`src/rtl/pose_sequencer.sv`:
```
// pose_sequencer: teach-and-replay sequencer for the five-servo arm.
// Records up to NUM_POSES snapshots of five 8-bit joint positions and replays
// them in order. Each joint ramps one unit per step toward the targeted pose,
// the reached pose is held, then the sequencer advances (optionally looping).
module pose_sequencer #(
  parameter int NUM_POSES  = 8,
  parameter int STEP_TICKS = 500000,
  parameter int HOLD_TICKS = 25000000
) (
  input  logic                         clk,
  input  logic                         rst_n,
  input  logic                         rec,
  input  logic                         clr,
  input  logic                         play,
  input  logic                         loop,
  input  logic [39:0]                  pos_in,
  output logic [39:0]                  pos_cmd,
  output logic                         cmd_valid,
  output logic [$clog2(NUM_POSES)-1:0] pose_idx,
  output logic [$clog2(NUM_POSES):0]   pose_cnt,
  output logic                         done
);

  localparam int IDX_W     = $clog2(NUM_POSES);
  localparam int MAX_TICKS = (STEP_TICKS > HOLD_TICKS) ? STEP_TICKS : HOLD_TICKS;
  localparam int CNT_W     = $clog2(MAX_TICKS);

  localparam logic [CNT_W-1:0] STEP_LAST = CNT_W'(STEP_TICKS - 1);
  localparam logic [CNT_W-1:0] HOLD_LAST = CNT_W'(HOLD_TICKS - 1);
  localparam logic [CNT_W-1:0] TICK_ONE  = CNT_W'(1);
  localparam logic [CNT_W-1:0] TICK_ZERO = {CNT_W{1'b0}};
  localparam logic [IDX_W:0]   CNT_FULL  = (IDX_W + 1)'(NUM_POSES);
  localparam logic [IDX_W:0]   CNT_ONE   = (IDX_W + 1)'(1);
  localparam logic [IDX_W:0]   CNT_ZERO  = {(IDX_W + 1){1'b0}};
  localparam logic [IDX_W-1:0] IDX_ONE   = IDX_W'(1);
  localparam logic [IDX_W-1:0] IDX_ZERO  = {IDX_W{1'b0}};

  typedef enum logic [1:0] {
    ST_IDLE = 2'd0,
    ST_RAMP = 2'd1,
    ST_HOLD = 2'd2,
    ST_DONE = 2'd3
  } state_t;

  state_t             state_q, state_d;
  logic [39:0]        pos_cmd_q, pos_cmd_d;
  logic               cmd_valid_q, cmd_valid_d;
  logic [IDX_W-1:0]   pose_idx_q, pose_idx_d;
  logic [IDX_W:0]     pose_cnt_q, pose_cnt_d;
  logic               done_q, done_d;
  logic [CNT_W-1:0]   tick_q, tick_d;

  // Pose table; contents are meaningless until written, so it carries no reset.
  logic [39:0]        slot_q [NUM_POSES];

  logic               wr_en;
  logic [39:0]        target_pose;
  logic               at_target;
  logic               step_fire;
  logic               hold_fire;
  logic               more_poses;

  // Move one channel a single unit toward its target; never wraps because
  // it only increments below the target and only decrements above it.
  function automatic logic [7:0] step_chan(input logic [7:0] cur, input logic [7:0] tgt);
    logic [7:0] res;
    if (cur < tgt) begin
      res = cur + 8'd1;
    end else if (cur > tgt) begin
      res = cur - 8'd1;
    end else begin
      res = cur;
    end
    return res;
  endfunction

  // Apply one ramp step to all five packed channels.
  function automatic logic [39:0] step_pose(input logic [39:0] cur, input logic [39:0] tgt);
    logic [39:0] res;
    res = cur;
    for (int c = 0; c < 5; c++) begin
      res[8*c +: 8] = step_chan(cur[8*c +: 8], tgt[8*c +: 8]);
    end
    return res;
  endfunction

  assign target_pose = slot_q[pose_idx_q];
  assign at_target   = (pos_cmd_q == target_pose);
  assign step_fire   = (tick_q == STEP_LAST);
  assign hold_fire   = (tick_q == HOLD_LAST);
  // pose_idx < pose_cnt-1, written without the subtraction so it cannot underflow
  assign more_poses  = (({1'b0, pose_idx_q} + CNT_ONE) < pose_cnt_q);

  // Next-state, table write and output logic for the sequencer FSM.
  always_comb begin
    state_d     = state_q;
    pos_cmd_d   = pos_cmd_q;
    cmd_valid_d = cmd_valid_q;
    pose_idx_d  = pose_idx_q;
    pose_cnt_d  = pose_cnt_q;
    wr_en       = 1'b0;
    case (state_q)
      ST_IDLE: begin
        cmd_valid_d = 1'b0;
        pos_cmd_d   = pos_in;
        // clr has priority over rec; a full table silently drops rec
        if (clr) begin
          pose_cnt_d = CNT_ZERO;
        end else if (rec && (pose_cnt_q != CNT_FULL)) begin
          wr_en      = 1'b1;
          pose_cnt_d = pose_cnt_q + CNT_ONE;
        end else begin
          pose_cnt_d = pose_cnt_q;
        end
        // Bumpless handover: keep the last manual position as the ramp start
        if (play && (pose_cnt_q != CNT_ZERO)) begin
          state_d     = ST_RAMP;
          pose_idx_d  = IDX_ZERO;
          cmd_valid_d = 1'b1;
          pos_cmd_d   = pos_cmd_q;
        end else begin
          state_d = ST_IDLE;
        end
      end
      ST_RAMP: begin
        if (!play) begin
          state_d     = ST_IDLE;
          cmd_valid_d = 1'b0;
          pos_cmd_d   = pos_in;
        end else if (at_target) begin
          state_d = ST_HOLD;
        end else if (step_fire) begin
          pos_cmd_d = step_pose(pos_cmd_q, target_pose);
        end else begin
          pos_cmd_d = pos_cmd_q;
        end
      end
      ST_HOLD: begin
        if (!play) begin
          state_d     = ST_IDLE;
          cmd_valid_d = 1'b0;
          pos_cmd_d   = pos_in;
        end else if (hold_fire) begin
          if (more_poses) begin
            state_d    = ST_RAMP;
            pose_idx_d = pose_idx_q + IDX_ONE;
          end else if (loop) begin
            state_d    = ST_RAMP;
            pose_idx_d = IDX_ZERO;
          end else begin
            state_d = ST_DONE;
          end
        end else begin
          state_d = ST_HOLD;
        end
      end
      ST_DONE: begin
        // Final pose stays on the servos until the operator releases play
        if (!play) begin
          state_d     = ST_IDLE;
          cmd_valid_d = 1'b0;
          pos_cmd_d   = pos_in;
        end else begin
          state_d = ST_DONE;
        end
      end
      default: begin
        state_d     = ST_IDLE;
        cmd_valid_d = 1'b0;
        pos_cmd_d   = pos_in;
      end
    endcase
  end

  // Shared step/hold timer, restarted on every state entry, plus done pulse.
  always_comb begin
    tick_d = TICK_ZERO;
    done_d = (state_d == ST_DONE) && (state_q != ST_DONE);
    if (state_d != state_q) begin
      tick_d = TICK_ZERO;
    end else if ((state_q == ST_RAMP) && step_fire) begin
      tick_d = TICK_ZERO;
    end else if ((state_q == ST_RAMP) || (state_q == ST_HOLD)) begin
      tick_d = tick_q + TICK_ONE;
    end else begin
      tick_d = TICK_ZERO;
    end
  end

  // State and output registers with asynchronous active-low reset.
  always_ff @(posedge clk or negedge rst_n) begin
    if (!rst_n) begin
      state_q     <= ST_IDLE;
      pos_cmd_q   <= 40'd0;
      cmd_valid_q <= 1'b0;
      pose_idx_q  <= IDX_ZERO;
      pose_cnt_q  <= CNT_ZERO;
      done_q      <= 1'b0;
      tick_q      <= TICK_ZERO;
    end else begin
      state_q     <= state_d;
      pos_cmd_q   <= pos_cmd_d;
      cmd_valid_q <= cmd_valid_d;
      pose_idx_q  <= pose_idx_d;
      pose_cnt_q  <= pose_cnt_d;
      done_q      <= done_d;
      tick_q      <= tick_d;
    end
  end

  // Pose table write port, addressed by the current pose count.
  always_ff @(posedge clk) begin
    if (wr_en) begin
      slot_q[pose_cnt_q[IDX_W-1:0]] <= pos_in;
    end
  end

  assign pos_cmd   = pos_cmd_q;
  assign cmd_valid = cmd_valid_q;
  assign pose_idx  = pose_idx_q;
  assign pose_cnt  = pose_cnt_q;
  assign done      = done_q;

endmodule

```
`config.mk`:
```
export PLATFORM = sky130hd
export DESIGN_NAME = pose_sequencer
export DESIGN_NICKNAME = d
export VERILOG_FILES = /design/src/rtl/pose_sequencer.sv
export SDC_FILE = /design/constraint.sdc
export NUM_CORES = 1
export LEC_CHECK = 0
export CORE_ASPECT_RATIO = 1.25
export CORE_MARGIN = 2
export CORE_UTILIZATION = 55
export CTS_CLUSTER_SIZE = 16
export DETAILED_ROUTE_END_ITERATION = 10
export GPL_ROUTABILITY_DRIVEN = 0
export PLACE_DENSITY = 0.77
export SYNTH_ARGS = -nofsm -noshare
export SYNTH_HDL_FRONTEND = slang
export SYNTH_SLANG_ARGS = --single-unit
```
`constraint.sdc`:
```
create_clock -name clk -period 4.7 [get_ports clk]
set_input_delay 0.705 -clock clk [delete_from_list [all_inputs] [get_ports clk]]
set_output_delay 0.705 -clock clk [all_outputs]
set_load 0.03 [all_outputs]
```
Yosys cells after proc, flatten, opt, wreduce, memory -nomap -nowiden

Memory sizes are Yosys's and may differ from the RTL's.
Cells that the tools add are included.

Bitwise logic cells: 0
Add/sub/neg operators: 14
Shift operators: 0
Div/mod/pow operators: 0
Multipliers: 0
Equality and inequality tests: 24
Muxes and demuxes: 44
Magnitude comparators: 11
Reduce and logical (&&, ||, !) cells: 18

Operators by type and width:

| operator                                                           | number |
|---|---|
| 40-bit two-way mux                                                 | 5 |
| 40-bit case mux with 3 select lines                                | 1 |
| 8-bit two-way mux                                                  | 10 |
| 25-bit two-way mux                                                 | 3 |
| 8-bit by 1-bit adder with 8-bit output, second input constant      | 5 |
| 40-bit == test                                                     | 1 |
| 8-bit greater-than comparator                                      | 5 |
| 8-bit less-than comparator                                         | 5 |
| 8-bit by 1-bit subtractor with 8-bit output, second input constant | 5 |
| 5-bit AND reduction                                                | 6 |
| 25-bit by 1-bit adder with 25-bit output, second input constant    | 1 |
| 25-bit by 19-bit == test with 1-bit output, second input constant  | 1 |
| 25-bit == test, second input constant                              | 1 |
| 4-bit != test, second input constant                               | 6 |
| 3-bit two-way mux                                                  | 5 |
| 2-bit two-way mux                                                  | 7 |
| 2-bit != test, second input constant                               | 7 |
| 3-bit != test, second input constant                               | 3 |
| 1-bit two-way mux                                                  | 8 |
| 4-bit two-way mux                                                  | 2 |
| 2-bit case mux with 4 select lines                                 | 1 |
| 2-bit == test, second input constant                               | 3 |
| 3-bit case mux with 2 select lines                                 | 1 |
| 3-bit by 1-bit adder with 4-bit output, second input constant      | 1 |
| other kinds (14)                                                   | 18 |

Memory bits (writable): 320
Flip-flop bits (word level): 76
Output and inout port bits: 49
Memory bits (read-only): 0
Logic and storage cells: 123
Latch bits: 0
Memories kept: 1

Memories:

| memory | words | width | read ports | clocked after memory_dff | wr ports | line | source |
|---|---|---|---|---|---|---|---|
| slot_q | 8     | 40    | 1          | 0                        | 1        | 54   | `logic [39:0] slot_q [NUM_POSES];` |

Logic depth before layout (Yosys ltp)

Gate-level depths: netlist of run 1.

Depth in word-level cells: 8
Mapped depth: 16

Worst setup path before layout of run 1

Ideal clock, no wire load.

Kind: register to register
Start point: register pose_idx_q[0] (netlist: pose_idx[0])
End point: register pos_cmd_q[6] (netlist: pos_cmd[6])
Setup slack: -0.181 ns
Arrival: 4.757 ns
Cell stages (with the launch flop): 17
Setup time: 0.124 ns
Data required time: 4.576 ns
Path buffers: 2
Cells stage by stage: dfrtp_1 > clkbuf_1 > buf_1 > mux4_2 > mux2i_1 > ha_1 > nor2b_1 > o211ai_1 > a21oi_1 > or2_2 > fa_1 > a21o_1 > a21oi_1 > nor2b_1 > o21ai_0 > mux2_2 > o31a_1

Word-level cells in the longest chain between the ends: 7

Ends and longest elaborated chain:

| what                                | line | source |
|---|---|---|
| from (decl)                         | 48   | `logic [IDX_W-1:0] pose_idx_q, pose_idx_d;` |
| from (signal assigned)              | 204  | `pose_idx_q <= pose_idx_d;` |
| memory read 8 x 40 bit *            | n/a  |  |
| 8-bit less-than comparator          | 67   | `if (cur < tgt) begin` |
| 8-bit two-way mux                   | 67   |  |
| 40-bit two-way mux                  | 132  | `end else if (step_fire) begin` |
| 40-bit two-way mux                  | 130  | `end else if (at_target) begin` |
| 40-bit two-way mux                  | 126  | `if (!play) begin` |
| 40-bit case mux with 3 select lines | 102  | `case (state_q)` |
| to (signal assigned)                | 202  | `pos_cmd_q <= pos_cmd_d;` |
| to (decl)                           | 46   | `logic [39:0] pos_cmd_q, pos_cmd_d;` |

Every way passes the cells marked *; elsewhere a longest branch is shown, timed or not. The select of a mux whose other input is x is not followed.
A chain may end at the register's enable or synchronous reset.

Worst setup path in the final report of run 1

Start point: register pose_idx_q[0] (netlist: pose_idx[0])
End point: register pos_cmd_q[22] (netlist: pos_cmd[22])

Same word-level chain as after synthesis.

==> summary.md, run 1 <==
| Metric | Value |
|---|---|
| WL final | `44.1 mm` |
| Crit-path max FO | `17` |
| Clock root cell | `clkbuf_16` |
| Post-synthesis average cell area | `15.2 sq um` |
| Most used DFF post-synth | `edfxtp_1` |
| Required @ worst endpoint | `5130 ps` |
| DP Wirelength | `27.0 mm` |
| Die ar. | `35400 sq um` |
| Pin count of the biggest net entering global routing | `46` |
| Overall power | `0.0106 W` |
| Critical Path Slowest Stage Cell | `mux4_2` |
| Most used cell, CP | `a21oi_1` |
| Commonest non-fill, non-tap cell in the layout | `edfxtp_1` |
| Number of port buffers | `94` |
| Footprint of the multi-input gates | `6910 sq um` |
| Slew HR | `0.427` |
| Sequential power share | `0.408` |
| Internal Pwr Total | `0.00719 W` |
| Placeable Area | `33500 sq um` |
| Comb power frac | `0.293` |
| Clock latency at the later pin of the worst-skew pair | `550 ps` |
| Filler cells | `2251` |
| Final Hold Viols | `0` |
| Clk pwr share | `0.299` |
| Die width | `169 microns` |
| Overall Global Routing Usage | `0.249` |
| Worst Tran Pin Value | `858 ps` |
| Seq. cell area | `11500 sq um` |
| First-pass GRT wire length | `66.8 mm` |
| Max Transition Viols Final | `0` |
| Crit path buffers/inverters | `2` |
| Syn_nets | `1355` |
| Layout Nets | `1485` |
| Area of the mapped netlist | `18600 sq um` |
| Delay-heaviest family, CP | `compound AO/OA/AOI/OAI gates` |
| Post-synth ARST share | `0.192` |
| Top cells by area, synth | `edfxtp_1 52%, dfrtp_1 10%, mux4_2 9.7%, ha_1 5.5%, mux2i_1 2.2%` |
| Grt total ovfl | `0` |
| Yosys Warn Count | `0` |
| Worst hold-check path type | `in2async` |
| Area grow syn2layout | `16.9%` |
| Most frequent cells in the layout | `320 x edfxtp_1, 93 x clkdlybuf4s50_1, 82 x ha_1` |
| Outcome | `complete, no violations` |
| Power Density | `487 nW/um^2` |
| Post-synth cell types | `59` |
| Rows | `75` |
| Starting DRC count in detailed routing | `1084` |
| Placed inst area | `20400 sq um` |
| Critical Path, Cell by Cell | `buf_16 > buf_4 > mux4_2 > mux2i_1 > ha_1 > a21oi_1 > a21oi_1 > or2_2 > fa_1 > a21o_1 > a21oi_1 > nor2b_1 > o21ai_0 > mux2_2 > o31a_1` |
| Register bit total from synthesis | `396` |
| Post-CTS Hold Fix Bufs | `0` |
| Worst setup SP type | `flop` |
| Total number of vias | `11360` |
| Share of cells above drive strength 1 | `0.190` |
| Top-level I/O count | `95` |
| Htree depth | `2` |
| Post-Syn Instances | `1222` |
| Initial antenna violation count | `3` |
| Initial Util | `0.556` |
| CP arrival | `4840 ps` |
| Sw power | `0.00340 W` |
| Area share of the largest cell type after synthesis | `0.516` |
| Final Instance Area | `21800 sq um` |
| CTS tree | `yes` |
| Vias in the first global route | `11637` |
| Largest area contributor in the netlist | `edfxtp_1` |
| Max rail drop VDD | `0.402 mV` |
| Wirelength per Cell | `24.4 microns` |
| Clock transition at the registers of the reported paths | `70 ps` |
| CTS Buf Count | `39` |
| Sw Share | `0.321` |
| Ratio of final minimum period to clock period | `0.938` |
| Largest stage delay, worst path | `510 ps` |
| Vias per cell | `6.28` |
| CP Class | `reg2reg` |
| Leakage power | `7.55 nW` |
| Post-route ant nets | `0` |
| Sequential share of the synthesized area | `0.618` |
| CTS sink count | `396` |
| Type of element capturing the critical path | `flop` |
| Fmax | `0.227 GHz` |
| Max-Cap Viols | `0` |
| DRC | `0` |
| Clk_skew | `24.6 ps` |
| CTS Buffer Depth | `3` |
| RSZ-0062 raised after global routing | `no` |
| Fin Setup TNS | `0 ps` |
| Final min period | `4410 ps` |
| Drt pass-1 iters | `5` |
| Final setup vio count | `0` |
| Post-synth EDFFs | `320` |
| Chip height | `210 microns` |
==> power by group through the flow <==
stage                     clock (W)  sequential [W]  combinational [W]
after floorplan                   0         0.00455            0.00186
after CTS                   0.00320         0.00431            0.00309
after detailed placement          0         0.00438            0.00305
after global routing        0.00334         0.00434            0.00342
final                       0.00317         0.00432            0.00310
after global placement            0         0.00437            0.00296
==> cells in the mapped netlist (7+ instances only) <==
master    count
edfxtp_1    320
dfrtp_1      76
nand4_1      22
mux4_2       80
nor2b_1      13
nor3_2       20
inv_1        24
nand2_1      79
mux2_2       32
ha_1         82
o21ai_0      51
clkbuf_1     28
o211ai_1     16
mux2i_1      40
nor2_1       51
or2_2         7
xnor2_1      20
a21oi_1      38
a21o_1       17
nor4_1       10
nor3b_1       8
nor3_1       34
buf_1        12
xor2_1       24
nand3_1      28
==> cells by family after synthesis <==
group | Yosys count | synth area share
buf+inv | 70 | 0.0156
flops | 396 | 0.618
compound gates | 169 | 0.0593
fa+ha+maj | 87 | 0.0605
simple gates | 303 | 0.0875
mux | 153 | 0.138
xor+xnor | 44 | 0.0207
==> through the flow <==
stage | setup slack (ps) | utilization | hold slack [ps] | cells
2_1_floorplan | -23.9 | - | 409 | 1222
3_3_place_gp | 329 | 0.608 | 455 | 1730
3_5_place_dp | 206 | 0.608 | 464 | 1730
4_1_cts | 189 | 0.647 | 145 | 1802
5_1_grt | 20.1 | 0.650 | 171 | 1808
6_report | 291 | 0.650 | 153 | 1808
==> timing repair <==
item,CTS,global route
buffers inserted,0,2
setup endpoints to repair,0,1
gates resized for setup,0,3
==> path summary, 6_finish.rpt <==
kind | to | cells past startpoint | slack, ps | start
max | pos_cmd[22]$_DFFE_PN0P_ | 15 | 290 | pose_idx[0]$_DFFE_PN0P_
min | pose_cnt[3]$_DFFE_PN0P_ | 1 | 150 | rst_n
max reg2reg | pos_cmd[22]$_DFFE_PN0P_ | 15 | 290 | pose_idx[0]$_DFFE_PN0P_
min reg2reg | tick_q[0]$_DFF_PN0_ | 1 | 470 | tick_q[0]$_DFF_PN0_
max in group asynchronous | pos_cmd[39]$_DFFE_PN0P_ | 2 | 3480 | rst_n
min in group clk | tick_q[0]$_DFF_PN0_ | 1 | 470 | tick_q[0]$_DFF_PN0_
==> flip-flops by register name, summed over array words and instances, names as in the netlist <==
name	cells
tick_q	25
cmd_valid	1
pose_idx	3
slot_q	320
pose_cnt	4
done	1
pos_cmd	40
state_q	2
==> cell type report <==
| type | count | area share |
|---|---|---|
| Clock inverter | 21 | 0.0104 |
| Sequential cell | 396 | 0.529 |
| Multi-Input combinational cell | 756 | 0.318 |
| Inverter | 24 | 0.00414 |
| Tap cell | 423 | 0.0243 |
| Clock buffer | 51 | 0.0493 |
| Antenna cell | 2 | 0.000230 |
| Timing Repair Buffer | 135 | 0.0647 |
==> layer usage <==
metal | global-route usage | vias to the layer above | part of all wire
met5 | 0 | - | 0.00020
met4 | 0.0948 | 2 | 0.029
met3 | 0.0396 | 85 | 0.062
met2 | 0.427 | 454 | 0.52
met1 | 0.322 | 5731 | 0.39
li1 | - | 5088 | -
Power figures use the tool's default switching activity.
==> run 2, diff against run 1 <==
- CORE_UTILIZATION: 55 -> 60
- PLACE_DENSITY: 0.77 -> 0.8
- SLEW_MARGIN: unset -> 15
- clock period: 4.7 -> 5.2 ns (I/O delays scaled with it)
==> summary.md, run 2 (synthesis results as in run 1) <==
| Metric | Value |
|---|---|
| Most frequent cells in the layout | `320 x edfxtp_1, 93 x clkdlybuf4s50_1, 82 x ha_1` |
| Clock latency at the later pin of the worst-skew pair | `540 ps (about the same)` |
| Drt pass-1 iters | `5 (unchanged)` |
| Crit-path max FO | `22 (+5)` |
| Pin count of the biggest net entering global routing | `49 (+6.5%)` |
| Critical Path, Cell by Cell | `buf_4 > mux4_2 > mux2i_1 > ha_1 > nor2b_1 > o211ai_1 > a21oi_1 > or2_2 > fa_1 > a21o_1 > a21oi_1 > nor2b_1 > o21ai_0 > mux2_2 > o31a_1` |
| CP arrival | `5170 ps (+330 ps)` |
| Area grow syn2layout | `15.3%` |
| Overall power | `0.00944 W (-11%)` |
| Clk_skew | `14.9 ps (-9.74 ps)` |
| Seq. cell area | `11500 sq um (unchanged)` |
| Rows | `72 (-4.0%)` |
| Grt total ovfl | `0 (unchanged)` |
| Sequential power share | `0.413 (+0.005)` |
| Worst hold-check path type | `in2async` |
| Final min period | `4760 ps (+348 ps)` |
| CP Class | `reg2reg` |
| Sw power | `0.00301 W (-11%)` |
| Final Hold Viols | `0 (unchanged)` |
| Sw Share | `0.319 (-0.00142)` |
| Fmax | `0.210 GHz (-7.3%)` |
| Post-CTS setup buffer count | `0 (unchanged)` |
| CTS Buf Count | `39 (unchanged)` |
| DRC | `0 (unchanged)` |
| Crit path buffers/inverters | `1 (-1)` |
| Worst Tran Pin Value | `1090 ps (+231 ps)` |
| WL final | `42.0 mm (-4.6%)` |
| Initial Util | `0.606 (+0.0503)` |
| Comb power frac | `0.292 (about the same)` |
| DP Wirelength | `25.7 mm (-4.8%)` |
| Overall Global Routing Usage | `0.264 (+0.0148)` |
| Internal Pwr Total | `0.00642 W (-11%)` |
| Ratio of final minimum period to clock period | `0.915 (-0.0233)` |
| Wirelength per Cell | `23.7 microns (-2.8%)` |
| Largest stage delay, worst path | `730 ps (+220 ps)` |
| Htree depth | `2 (unchanged)` |
| Clock transition at the registers of the reported paths | `70 ps (about the same)` |
| Required @ worst endpoint | `5620 ps (+490 ps)` |
| Post-CTS resize count | `0 (unchanged)` |
| Clock root cell | `clkbuf_16` |
| Max rail drop VDD | `0.408 mV (+1.3%)` |
| First-pass GRT wire length | `65.1 mm (-2.7%)` |
| Post-route ant nets | `0 (unchanged)` |
| Final Instance Area | `21500 sq um (-1.4%)` |
| Post-layout util | `0.699 (+0.0492)` |
| Number of port buffers | `94 (unchanged)` |
| Filler cells | `1958 (-13%)` |
| Outcome | `complete, no violations` |
| Total number of vias | `11277 (-0.73%)` |
| Commonest non-fill, non-tap cell in the layout | `edfxtp_1` |
| Die ar. | `32500 sq um (-8.2%)` |
| Power Density | `440 nW/um^2 (-9.6%)` |
| Vias in the first global route | `11325 (-2.7%)` |
| Placeable Area | `30700 sq um (-8.3%)` |
| Final setup vio count | `0 (unchanged)` |
| Fin Setup TNS | `0 ps (unchanged)` |
| Layout Nets | `1468 (-1.1%)` |
| Type of element capturing the critical path | `flop` |
| Max reg flops | `320 (unchanged)` |
| Die width | `162 microns (-4.2%)` |
| Leakage power | `7.42 nW (-1.8%)` |
| Share of cells above drive strength 1 | `0.179 (-0.0114)` |
| Critical Path Slowest Stage Cell | `dfrtp_4` |
| Initial antenna violation count | `3 (unchanged)` |
| CTS sink count | `396 (unchanged)` |
| Chip height | `201 microns (-4.2%)` |
| Max-Cap Viols | `0 (unchanged)` |
| Footprint of the multi-input gates | `6890 sq um (-0.24%)` |
| Post-CTS Hold Fix Bufs | `0 (unchanged)` |
| Max Transition Viols Final | `0 (unchanged)` |
| Delay-heaviest family, CP | `compound AO/OA/AOI/OAI gates` |
| Clk pwr share | `0.295 (-0.004)` |
| Slew HR | `0.258 (-0.168)` |
| Top-level I/O count | `95 (unchanged)` |
| Placed inst area | `20200 sq um (-0.88%)` |
| CTS tree | `yes` |
| RSZ-0062 raised after global routing | `no` |
| Vias per cell | `6.36 (+1.2%)` |
| CTS Buffer Depth | `3 (unchanged)` |
| Starting DRC count in detailed routing | `1097 (+1.2%)` |
| Worst setup SP type | `flop` |
-- run 2: cell type report --
class                           count  share of cell area
Sequential cell                   396               0.537
Multi-Input combinational cell    756               0.321
Timing Repair Buffer              118              0.0550
Clock buffer                       49              0.0501
Tap cell                          407              0.0237
Clock inverter                     22             0.00880
Inverter                           24             0.00420
Antenna cell                        2            0.000233
-- run 2: worst register-to-register path, cell delays in order (launching register included) --
cell	delay [ps]
dfrtp_4	730
buf_4	350
mux4_2	530
mux2i_1	180
ha_1	260
nor2b_1	140
o211ai_1	170
a21oi_1	170
or2_2	420
fa_1	440
a21o_1	180
a21oi_1	220
nor2b_1	70
o21ai_0	170
mux2_2	350
o31a_1	270
-- run 2: worst paths after layout --
path	start	endpoint	slack [ps]	cells past startpoint
max	pose_idx[0]$_DFFE_PN0P_	pos_cmd[30]$_DFFE_PN0P_	440	15
min	rst_n	pos_cmd[10]$_DFFE_PN0P_	210	1
max reg2reg	pose_idx[0]$_DFFE_PN0P_	pos_cmd[30]$_DFFE_PN0P_	440	15
min reg2reg	tick_q[0]$_DFF_PN0_	tick_q[0]$_DFF_PN0_	480	1
max in group asynchronous	rst_n	pos_cmd[28]$_DFFE_PN0P_	3970	2
min in group clk	tick_q[0]$_DFF_PN0_	tick_q[0]$_DFF_PN0_	480	1
-- run 2: per-stage QoR --
| stage | instances | hold WS, ps | setup slack, ps |
|---|---|---|---|
| floorplan | 1222 | 441 | 319 |
| global placement | 1701 | 455 | 591 |
| detailed placement | 1701 | 466 | 490 |
| CTS | 1772 | 200 | 462 |
| global route | 1774 | 229 | 161 |
| finish | 1774 | 206 | 443 |
-- run 2: routing by layer --
layer  GRT usage  up-vias  wire (microns)
met1       0.361     5673           16800
met5           0        -              11
met2       0.438      457           21300
met3      0.0362       91            2650
met4      0.0938        2            1320
li1            -     5054               -
-- run 2: power by group through the flow --
| stage | Combinational (W) | Sequential, W | Clock, W |
|---|---|---|---|
| CTS | 0.00274 | 0.00389 | 0.00282 |
| detailed placement | 0.00270 | 0.00395 | 0 |
| finish | 0.00276 | 0.00389 | 0.00279 |
| global route | 0.00302 | 0.00392 | 0.00294 |
| global placement | 0.00263 | 0.00394 | 0 |
| floorplan | 0.00168 | 0.00411 | 0 |
==> run 3, diff against run 2 <==
- PLACE_DENSITY: 0.8 -> 0.91
- clock period: 5.2 -> 4.9 ns (I/O delays scaled with it)
==> summary.md, run 3 (synthesis results as in run 1) <==
| Metric | Value |
|---|---|
| Filler cells | `1784 (-8.9%)` |
| Total number of vias | `12068 (+7.0%)` |
| Final Hold Viols | `0 (unchanged)` |
| Leakage power | `7.51 nW (+1.3%)` |
| Vias per cell | `6.78 (+6.6%)` |
| First-pass GRT wire length | `72.1 mm (+11%)` |
| Sw power | `0.00344 W (+14%)` |
| Initial Util | `0.606 (unchanged)` |
| Max Transition Viols Final | `0 (unchanged)` |
| Initial antenna violation count | `2 (-1)` |
| Power Density | `481 nW/um^2 (+9.4%)` |
| CP Class | `reg2reg` |
| Starting DRC count in detailed routing | `1742 (+59%)` |
| Share of cells above drive strength 1 | `0.186 (+0.00724)` |
| Clk_skew | `24.3 ps (+9.42 ps)` |
| Wirelength per Cell | `26.5 microns (+12%)` |
| CP arrival | `5170 ps (about the same)` |
| Pin count of the biggest net entering global routing | `52 (+6.1%)` |
| RSZ-0062 raised after global routing | `no` |
| Layout Nets | `1473 (+0.34%)` |
| Internal Pwr Total | `0.00697 W (+8.5%)` |
| DRC | `0 (unchanged)` |
| Crit-path max FO | `21 (-4.5%)` |
| Post-CTS Hold Fix Bufs | `0 (unchanged)` |
| Final setup vio count | `0 (unchanged)` |
| Number of port buffers | `94 (unchanged)` |
| Worst setup SP type | `flop` |
| Fin Setup TNS | `0 ps (unchanged)` |
| Final min period | `4740 ps (-20.6 ps)` |
| Chip height | `201 microns (unchanged)` |
| Max reg flops | `320 (unchanged)` |
| Commonest non-fill, non-tap cell in the layout | `edfxtp_1` |
| Sequential power share | `0.399 (-0.014)` |
| Vias in the first global route | `12352 (+9.1%)` |
| WL final | `47.3 mm (+12%)` |
| Htree depth | `2 (unchanged)` |
| Clock root cell | `clkbuf_16` |
| Rows | `72 (unchanged)` |
| Slew HR | `0.259 (+0.000687)` |
| Comb power frac | `0.296 (+0.004)` |
| Placeable Area | `30700 sq um (unchanged)` |
| Die width | `162 microns (unchanged)` |
| Post-route ant nets | `0 (unchanged)` |
| Type of element capturing the critical path | `flop` |
| Die ar. | `32500 sq um (unchanged)` |
| CTS sink count | `396 (unchanged)` |
| Fmax | `0.211 GHz (+0.44%)` |
| DP Wirelength | `26.7 mm (+3.9%)` |
| Grt total ovfl | `0 (unchanged)` |
| Overall power | `0.0104 W (+10%)` |
| Worst Tran Pin Value | `1090 ps (-1.01 ps)` |
| Ratio of final minimum period to clock period | `0.967 (+0.0518)` |
| Area grow syn2layout | `16.3%` |
| Clock latency at the later pin of the worst-skew pair | `550 ps (about the same)` |
| Required @ worst endpoint | `5330 ps (-290 ps)` |
| Clk pwr share | `0.305 (+0.010)` |
| Outcome | `complete, no violations` |
| Max rail drop VDD | `0.368 mV (-9.8%)` |
| CTS Buf Count | `39 (unchanged)` |
| Sw Share | `0.331 (+0.0113)` |
| Max-Cap Viols | `0 (unchanged)` |
| Clock transition at the registers of the reported paths | `70 ps (about the same)` |
| Most frequent cells in the layout | `320 x edfxtp_1, 93 x clkdlybuf4s50_1, 82 x ha_1` |
| Worst hold-check path type | `in2async` |
| Drt pass-1 iters | `7 (+2)` |
| CTS Buffer Depth | `3 (unchanged)` |
| Overall Global Routing Usage | `0.292 (+0.0282)` |
| Top-level I/O count | `95 (unchanged)` |
| CTS tree | `yes` |
| R2r setup slk | `160 ps (-280 ps)` |
## run 3: through the flow
stage	util	worst slack, ps	instances	area (sq um)	hold slack [ps]
final	0.705	164	1781	21700	125
after global routing	0.705	60.6	1780	21700	157
after CTS	0.701	118	1772	21500	127
after detailed placement	0.657	266	1700	20200	465
after global placement	0.657	428	1700	20200	457
after floorplan	-	18.7	1222	18600	439
## run 3: what timing repair did
action / 4_1_cts / 5_1_grt
setup endpoints to repair: 0 / 9
buffers inserted: 0 / 4
resized for setup: 0 / 3
## run 3: worst paths after layout
path,from,to,depth (start not counted)
min in group clk,tick_q[0]$_DFF_PN0_,tick_q[0]$_DFF_PN0_,1
hold reg to reg,tick_q[0]$_DFF_PN0_,tick_q[0]$_DFF_PN0_,1
max in group asynchronous,rst_n,pose_idx[0]$_DFFE_PN0P_,2
setup / recovery,pose_idx[0]$_DFFE_PN0P_,pos_cmd[22]$_DFFE_PN0P_,15
hold / removal,rst_n,pos_cmd[0]$_DFFE_PN0P_,1
setup reg to reg,pose_idx[0]$_DFFE_PN0P_,pos_cmd[22]$_DFFE_PN0P_,15
## run 3: cell type report
type                       count  area, sq um  area share
sequential                   396        11500       0.532
multi-input combinational    756         6900       0.318
inverter                      24         90.1     0.00416
clock buffer                  51         1090      0.0504
tap                          407          509      0.0235
timing repair buffer         123         1280      0.0592
clock inverter                21          262      0.0121
antenna                        3         7.51    0.000347
## run 3: power groups by stage
stage	Sequential [W]	Combinational [W]	Clock (W)
final	0.00415	0.00308	0.00318
after CTS	0.00414	0.00302	0.00319
after global placement	0.00419	0.00277	0
after detailed placement	0.00420	0.00291	0
after floorplan	0.00436	0.00179	0
after global routing	0.00417	0.00333	0.00332
## run 3: routing by layer
| layer | global-route usage | vias up | wire length, microns |
|---|---|---|---|
| met5 | 0 | - | 0 |
| met4 | 0.157 | 0 | 2380 |
| met3 | 0.0624 | 193 | 4380 |
| met2 | 0.475 | 854 | 23600 |
| met1 | 0.370 | 5971 | 16900 |
| li1 | - | 5050 | - |
## run 3: critical path: stages, from the launching register on
cell	delay, ps
dfrtp_4	550
buf_16	240
mux4_2	540
mux2i_1	190
ha_1	290
nor2b_1	150
o211ai_1	190
a21oi_1	180
or2_2	410
fa_1	430
a21o_1	190
a21oi_1	280
nor2b_1	100
o21ai_0	240
mux2_2	360
o31a_1	270
